$ cat src/rtl/flash_linebuf.sv
// Single-line (4 x 32-bit) read buffer between a Wishbone CPU port and a flash controller.
// Reads hit the held line or refill it in order; writes pass through and invalidate a matching line.
module flash_linebuf #(
    parameter int unsigned adr_width = 22,
    parameter int unsigned rd_words  = 4
) (
    input  logic        sys_clk,
    input  logic        sys_rst,
    input  logic        inval,
    input  logic [31:0] s_adr_i,
    input  logic [31:0] s_dat_i,
    output logic [31:0] s_dat_o,
    input  logic [3:0]  s_sel_i,
    input  logic        s_we_i,
    input  logic        s_cyc_i,
    input  logic        s_stb_i,
    output logic        s_ack_o,
    output logic [31:0] m_adr_o,
    output logic [31:0] m_dat_o,
    input  logic [31:0] m_dat_i,
    output logic [3:0]  m_sel_o,
    output logic        m_we_o,
    output logic        m_cyc_o,
    output logic        m_stb_o,
    input  logic        m_ack_i
);

    typedef enum logic [1:0] {IDLE, FILL, WRITE, ACK} state_t;

    state_t                 state, state_d;
    logic                   valid, valid_d;
    logic [1:0]             idx, idx_d;
    logic [1:0]             want, want_d;
    logic [adr_width-5:0]   tag, tag_d;
    logic                   fill_inv, fill_inv_d;
    logic [31:0]            s_dat_d, m_adr_d, m_dat_d;
    logic [3:0]             m_sel_d;
    logic                   s_ack_d, m_we_d, m_cyc_d, m_stb_d;
    logic                   line_we;
    logic [31:0]            words [rd_words];

    logic [adr_width-5:0]   req_tag;
    logic                   hit;

    assign req_tag = s_adr_i[adr_width-1:4];
    assign hit     = valid & (tag == req_tag) & ~inval;

    function automatic logic [31:0] line_adr(input logic [adr_width-5:0] t, input logic [1:0] i);
        logic [31:0] a;
        a = '0;
        a[adr_width-1:4] = t;
        a[3:2] = i;
        return a;
    endfunction

    always_comb begin
        state_d    = state;
        valid_d    = valid;
        idx_d      = idx;
        want_d     = want;
        tag_d      = tag;
        fill_inv_d = fill_inv;
        s_dat_d    = s_dat_o;
        s_ack_d    = 1'b0;
        m_adr_d    = m_adr_o;
        m_dat_d    = m_dat_o;
        m_sel_d    = m_sel_o;
        m_we_d     = m_we_o;
        m_cyc_d    = m_cyc_o;
        m_stb_d    = m_stb_o;
        line_we    = 1'b0;

        if (inval)
            valid_d = 1'b0;

        case (state)
            IDLE: begin
                // s_ack_o high means the CPU is still finishing the previous cycle
                if (s_cyc_i && s_stb_i && !s_ack_o) begin
                    if (s_we_i) begin
                        state_d = WRITE;
                        m_cyc_d = 1'b1;
                        m_stb_d = 1'b1;
                        m_we_d  = 1'b1;
                        m_adr_d = s_adr_i;
                        m_dat_d = s_dat_i;
                        m_sel_d = s_sel_i;
                    end else if (hit) begin
                        state_d = ACK;
                        s_dat_d = words[s_adr_i[3:2]];
                    end else begin
                        state_d    = FILL;
                        idx_d      = 2'd0;
                        tag_d      = req_tag;
                        want_d     = s_adr_i[3:2];
                        fill_inv_d = 1'b0;
                        m_cyc_d    = 1'b1;
                        m_stb_d    = 1'b1;
                        m_we_d     = 1'b0;
                        m_sel_d    = 4'b1111;
                        m_adr_d    = line_adr(req_tag, 2'd0);
                    end
                end
            end
            FILL: begin
                if (inval)
                    fill_inv_d = 1'b1;
                if (m_ack_i) begin
                    line_we = 1'b1;
                    idx_d   = idx + 2'd1;
                    m_adr_d = line_adr(tag, idx + 2'd1);
                    if (idx == 2'd3) begin
                        valid_d = ~(fill_inv | inval);
                        state_d = ACK;
                        m_cyc_d = 1'b0;
                        m_stb_d = 1'b0;
                        // word 3 is only arriving on this edge, so take it from the bus
                        s_dat_d = (want == 2'd3) ? m_dat_i : words[want];
                    end
                end
            end
            WRITE: begin
                if (m_ack_i) begin
                    state_d = ACK;
                    m_cyc_d = 1'b0;
                    m_stb_d = 1'b0;
                    m_we_d  = 1'b0;
                    if (m_adr_o[adr_width-1:4] == tag)
                        valid_d = 1'b0;
                end
            end
            ACK: begin
                s_ack_d = s_cyc_i & s_stb_i;
                state_d = IDLE;
            end
            default: state_d = IDLE;
        endcase
    end

    always_ff @(posedge sys_clk) begin
        if (sys_rst) begin
            state    <= IDLE;
            valid    <= 1'b0;
            idx      <= '0;
            want     <= '0;
            tag      <= '0;
            fill_inv <= 1'b0;
            s_dat_o  <= '0;
            s_ack_o  <= 1'b0;
            m_adr_o  <= '0;
            m_dat_o  <= '0;
            m_sel_o  <= '0;
            m_we_o   <= 1'b0;
            m_cyc_o  <= 1'b0;
            m_stb_o  <= 1'b0;
        end else begin
            state    <= state_d;
            valid    <= valid_d;
            idx      <= idx_d;
            want     <= want_d;
            tag      <= tag_d;
            fill_inv <= fill_inv_d;
            s_dat_o  <= s_dat_d;
            s_ack_o  <= s_ack_d;
            m_adr_o  <= m_adr_d;
            m_dat_o  <= m_dat_d;
            m_sel_o  <= m_sel_d;
            m_we_o   <= m_we_d;
            m_cyc_o  <= m_cyc_d;
            m_stb_o  <= m_stb_d;
        end
    end

    always_ff @(posedge sys_clk) begin
        if (line_we)
            words[idx] <= m_dat_i;
    end

endmodule

$ cat config.mk
export PLATFORM = sky130hd
export DESIGN_NAME = flash_linebuf
export DESIGN_NICKNAME = d
export VERILOG_FILES = /design/src/rtl/flash_linebuf.sv
export SDC_FILE = /design/constraint.sdc
export NUM_CORES = 1
export LEC_CHECK = 0
export BUFFER_PORTS_ARGS = -buffer_cell sky130_fd_sc_hd__buf_4
export CAP_MARGIN = 25
export CORE_ASPECT_RATIO = 0.6
export CORE_MARGIN = 2
export CORE_UTILIZATION = 23
export CTS_CLUSTER_DIAMETER = 60
export DETAILED_ROUTE_END_ITERATION = 6
export PLACE_DENSITY_LB_ADDON = 0.3
export SYNTH_ARGS = -nofsm -noshare
export SYNTH_HDL_FRONTEND = slang
export SYNTH_SLANG_ARGS = --single-unit
$ cat constraint.sdc
create_clock -name sys_clk -period 3.8 [get_ports sys_clk]
set_input_delay 0.19 -clock sys_clk [delete_from_list [all_inputs] [get_ports sys_clk]]
set_output_delay 0.19 -clock sys_clk [all_outputs]
set_load 0.02 [all_outputs]
=== Yosys cells after proc, flatten, opt, wreduce, memory -nomap -nowiden ===
Memory sizes are Yosys's and may differ from the RTL's. A register that Yosys moved wholly into a read port is not among the register bits.
Index checks and enable logic that the tools add are counted.

* Bits in registers: 129
* Bits in latches: 0
* Bits in writable memories: 128
* Bits in read-only memories: 0
* Input bits: 107
* Output and inout bits: 104
* Word-level logic and storage cells: 112
* Memories: 1

{| class="wikitable"
|+ Memory list
! name !! depth !! bits a word !! read ports !! clocked after Yosys merged registers in !! write ports !! line !! RTL
|-
| words || 4 || 32 || 2 || 1 || 1 || 40 || <nowiki>logic [31:0] words [rd_words];</nowiki>
|}

* $add $sub $neg: 1
* Multipliers: 0
* Div/mod/pow operators: 0
* $lt $le $gt $ge: 0
* Equality and inequality tests: 17
* Shift operators: 0
* Muxes and demuxes: 53
* Bitwise operators: 9
* Reduce and logical (&&, ||, !) cells: 18

{| class="wikitable"
|+ Operators with widths
! operator !! number
|-
| $mux 32 || 10
|-
| $pmux 32 s2 || 2
|-
| $eq 18x18->1 || 2
|-
| $mux 2 || 12
|-
| $mux 1 || 21
|-
| $ne 2x2->1 const B || 9
|-
| $reduce_and 4->1 || 4
|-
| $reduce_and 6->1 || 2
|-
| $reduce_and 5->1 || 2
|-
| $eq 2x2->1 const B || 4
|-
| $mux 4 || 2
|-
| $pmux 2 s4 || 1
|-
| $pmux 1 s2 || 3
|-
| $reduce_and 3->1 || 2
|-
| $not 1->1 || 5
|-
| $pmux 2 s2 || 1
|-
| $reduce_bool 2->1 || 2
|-
| $and 1x1->1 || 3
|-
| $ne 3x3->1 const B || 1
|-
| $pmux 1 s3 || 1
|-
| $reduce_bool 3->1 || 1
|-
| $add 2x1->2 const B || 1
|-
| $eq 2x1->1 const B || 1
|-
| $logic_and 1x1->1 || 2
|-
| other kinds (4) || 4
|}

=== Depth between registers and ports, before layout ===
* Word-level depth: 7
* Depth in mapped cells: 10
* Gate-level depth less buffers: 7

=== Worst setup path before layout ===
Ideal clock, no wire load.

* Kind: register to register
* Start: register state[1]
* End: register s_dat_o[0]
* Arrival time: 2.628 ns
* Required time: 3.677 ns
* Slack: 1.048 ns
* Stages on the path, launching flop included: 10
* Path buffers: 2
* Period minus slack after synthesis: 2.752 ns
* Cell sequence: dfxtp_1 -> inv_1 -> ha_1 -> buf_2 -> and3_1 -> o21ai_0 -> nor3_1 -> a22oi_2 -> buf_2 -> mux2_1

* Word-level cells in the longest chain between the ends: 3
* Elaborated cells on any way between the ends: 10
* Those cells by class: eq/ne: 6; mux: 1; reduce/logical: 3

{| class="wikitable"
|+ Ends and longest elaborated chain
! what !! line !! RTL
|-
| start: declaration || 30 || <nowiki>state_t state, state_d;</nowiki>
|-
| start signal: assignment || 157 || <nowiki>state <= state_d;</nowiki>
|-
| $eq 2x1->1 / $logic_not 2->1 (equally long branches) || 76 || <nowiki>case (state)</nowiki>
|-
| $ne 2x2->1 (no source line) / $reduce_bool 2->1 (equally long branches) || -- ||
|-
| $reduce_and 6->1 (no source line) || -- ||
|-
| end signal: assignment || 163 || <nowiki>s_dat_o <= s_dat_d;</nowiki>
|-
| end: declaration || 12 || <nowiki>output logic [31:0] s_dat_o,</nowiki>
|}

Several ways; a longest one is shown, not always the timed one.
A chain may end at the register's enable or synchronous reset.

=== Worst setup path after layout ===
* Start: register valid
* End: register m_sel_o[0]

* Word-level cells in the longest chain between the ends: 4

{| class="wikitable"
|+ Ends and longest elaborated chain
! what !! line !! RTL
|-
| start: declaration || 31 || <nowiki>logic valid, valid_d;</nowiki>
|-
| start signal: assignment || 158 || <nowiki>valid <= valid_d;</nowiki>
|-
| $and 1x1->1 (2 in a row) || 46 || <nowiki>assign hit = valid & (tag == req_tag) & ~inval;</nowiki>
|-
| $ne 2x2->1 (no source line) || -- ||
|-
| $reduce_and 3->1 (no source line) || -- ||
|-
| end signal: assignment || 167 || <nowiki>m_sel_o <= m_sel_d;</nowiki>
|-
| end: declaration || 21 || <nowiki>output logic [3:0] m_sel_o,</nowiki>
|}

No other way between the ends.

==> flow_summary.yaml <==
hold_path:
  hold_end: "m_adr_o[10]$_SDFFE_PP0P_"
  min_delay_path_depth: 2
  min_from: "sys_rst"
  hp-class: "in -> reg"
clock_network:
  clock_sinks: 259
  cts_root_buf: "clkbuf_16"
  insertion_delay_ns: 0.56
  postCtsSetupRepairBufs: 0
  htree_levels: 1
  clk_pin_slew_ns: 0.07
  cts_tree: "done"
  cts_buffers: 29
  post_cts_resized: 0
  clk_path_buf_depth: 3
power:
  p_per_area_nw_per_um2: 484.0
  leakagePower_uw: 0.006031
  power_uw: 7808
  vdd_drop_max_mv: 0.3046
grt:
  gr-usage-all-layers_pct: 13.17
  use_met2_pct: 21.11
  antenna_found_initial: 3
  busiest_layer: "met2"
  use_met3_pct: 2.942
  grt_pass1_vias: 9085
  overflow: 0
  met1_usage_pct: 18.27
  grt_pass1_wl_um: 55400
  grt_max_degree: 67
die:
  die_h_um: 180.3
  rows: 64
  core_um2: 51090
  dieArea_um2: 53700
  io_pins: 211
  start_util_pct: 23.32
  die_w_um: 297.8
synthesis:
  ys_ff_latch: 259
  async_reset_ff_share_pct: 0
  synth_xor_area_share_pct: 2.647
  synth_edf_count: 128
  syn_area_um2: 11910
  ys_types: 43
  synth_warnings: 0
  syn-num-nets: 1061
  synthAdderAreaFrac_pct: 0.9452
  muxShareOfSynthArea_pct: 21.46
  syn_inst: 945
  synth-main-ff-cell: "dfxtp_1"
  synth_area_per_cell_um2: 12.61
  synth_compound_area_share_pct: 9.662
  seq_area_frac_synth_pct: 54.27
  synth-simple-area-share_pct: 7.509
  synth_top_family_by_area: "multiplexers"
sta:
  tns_ns: 0
  final-hold-violation-count: 0
  worst_pin_slew_ns: 1.038
  final.period_utilization_pct: 74.07
  max_freq_mhz: 355.3
  fin_skew_ns: 0.01455
  timing.final.crit_period_ns: 2.815
  report.final.slew_viol_count: 0
  relSlewSlack_pct: 30.82
  setup_viol: 0
  rsz0062_at_grt: "no"
worst_setup_path:
  setup.worst_path.start_class: "register"
  cp-end-kind: "register"
  crit_required_ns: 4.25
  critPathKind: "reg -> reg"
  path_cells: "nor2b_1 -> nand4_1 -> nor3_4 -> buf_4 -> nand2_1 -> o31a_1 -> dlygate4sd3_1"
  cp_max_fo: 13
  reg2reg_depth: 7
  r2r-end: "m_sel_o[0]$_SDFFE_PP0P_"
  r2r-start: "valid$_SDFF_PP0_"
  cp.arrival_ns: 3.26
  slowest_stage: "nor3_4"
  r2r_setup_slack_ns: 0.99
  max_stage_delay_ns: 0.56
status:
  status: "completed"
layout:
  final_cell_mix: "buf_4 (227), dfxtp_1 (129), edfxtp_1 (128)"
  syn_to_final_growth_pct: 35.39
  layout-drive-gt1-share_pct: 29.67
  fill_cells: 5209
  final_core_util_pct: 31.57
  final_nets: 1348
  layout_commonest_cell: "buf_4"
route:
  drtIter0Drc: 409
  drt_first_pass_iters: 5
  route.vias.total: 8728
  drt-vias-per-instance: 4.480
  wl_per_cell_um: 18.55
  wirelength_um: 36140
  ant_nets: 0
  route.detailed.drc: 0
place:
  hpwl_um: 23150
  place_congestion: 0.7578
  port_buffers: 210
job:
  cap_violations: 0
[per-layer routing]
layer | vias to the layer above | part of all wire [%]
met5 | - | 0.075
li1 | 4113 | -
met4 | 4 | 1.7
met2 | 186 | 46
met1 | 4378 | 47
met3 | 47 | 5.1
[final cells by class]
| cell class | instances | area (um^2) | area share [%] |
|---|---|---|---|
| clock inverters | 17 | 118.9 | 0.7369 |
| well taps | 693 | 867.1 | 5.375 |
| multi-input cells | 585 | 5074 | 31.45 |
| inverters | 27 | 102.6 | 0.6360 |
| repair buffers | 330 | 2745 | 17.02 |
| flip-flops and latches | 259 | 6469 | 40.10 |
| diodes | 1 | 2.502 | 0.01551 |
| clock buffers | 36 | 752.0 | 4.662 |
[cell usage after synthesis (2+ instances only)]
cell type / n / area, um^2
xnor2_1: 33 / 289.0
inv_1: 27 / 101.4
nand2b_1: 2 / 12.51
nor3_1: 2 / 10.01
nor2_1: 8 / 30.03
ha_1: 9 / 112.6
mux4_2: 64 / 1441
o31a_1: 4 / 35.03
mux2_1: 30 / 337.8
nand4_1: 8 / 50.05
a221oi_1: 2 / 17.52
nand3b_1: 2 / 15.01
o21ai_0: 39 / 195.2
nand3_1: 6 / 30.03
dfxtp_1: 131 / 2623
nor2b_1: 36 / 225.2
a21oi_1: 70 / 350.3
xor2_1: 3 / 26.28
mux2_2: 21 / 236.5
buf_1: 5 / 18.77
edfxtp_1: 128 / 3844
and3_1: 4 / 25.02
mux2i_1: 54 / 540.5
a21o_1: 2 / 15.01
clkbuf_1: 40 / 150.1
nand2_1: 114 / 427.9
buf_2: 28 / 140.1
a211oi_1: 42 / 315.3
a31oi_1: 3 / 18.77
o221a_2: 4 / 45.04
a32o_1: 12 / 120.1
[worst max-delay path by stage]
stage | cells after the start | slack, ns | to | start
6_report | 7 | 0.99 | m_sel_o[0]$_SDFFE_PP0P_ | valid$_SDFF_PP0_
3_3_place_gp | 4 | 1.22 | words[2][23]$_DFFE_PP_ | state[1]$_SDFFE_PP0P_
2_1_floorplan | 9 | 1.05 | s_dat_o[0]$_SDFFE_PP0P_ | state[1]$_SDFFE_PP0P_
4_1_cts | 9 | 1.01 | m_sel_o[0]$_SDFFE_PP0P_ | state[1]$_SDFFE_PP0P_
5_1_grt | 9 | 0.79 | m_sel_o[0]$_SDFFE_PP0P_ | state[0]$_SDFFE_PP0P_
3_5_place_dp | 3 | 1.21 | words[2][13]$_DFFE_PP_ | state[0]$_SDFFE_PP0P_
[per-stage QoR]
step	hold slack, ns	instances	area, um^2	setup WS [ns]
5_1_grt	0.1412	1947	16130	0.7861
3_5_place_dp	0.4067	1792	14240	1.206
3_3_place_gp	0.4015	1792	14240	1.219
2_1_floorplan	0.2889	945	11910	1.048
6_report	0.1239	1948	16130	0.9854
4_1_cts	0.1170	1947	16130	1.015
[flip-flops by register name, indices dropped and copies added, names as in the netlist, named ones only]
register / cells
fill_inv: 1
idx: 2
m_adr_o: 32
m_dat_o: 32
m_sel_o: 4
m_stb_o: 1
m_we_o: 1
s_ack_o: 1
s_dat_o: 32
state: 2
tag: 18
valid: 1
want: 2
words: 128
[power breakdown]
group / internal, uW / switching [uW] / leakage [uW]
sequential: 3150 / 173 / 0.00222
clock: 1470 / 1160 / 0.000418
combinational: 828 / 1030 / 0.00339
[worst max-delay path: cells and delay by family (launching register included)]
family | cells | cell delay [ns]
flops | 1 | 0.33
simple gates | 4 | 1.26
buf+inv | 2 | 0.82
compound gates | 1 | 0.29
[cells by family after synthesis]
kind of cell	Yosys count
AO/OA/AOI/OAI	182
XOR/XNOR	36
adder cells (fa/ha/maj)	9
buffers and inverters	101
flip-flops	259
multiplexers	169
AND/OR/NAND/NOR	189
[repair_timing]
item                                    4_1_cts  5_1_grt
hold buffers                                102        0
endpoints found under the setup margin        0        0
endpoints found under the hold margin       197        0
Power figures use the tool's default switching activity.
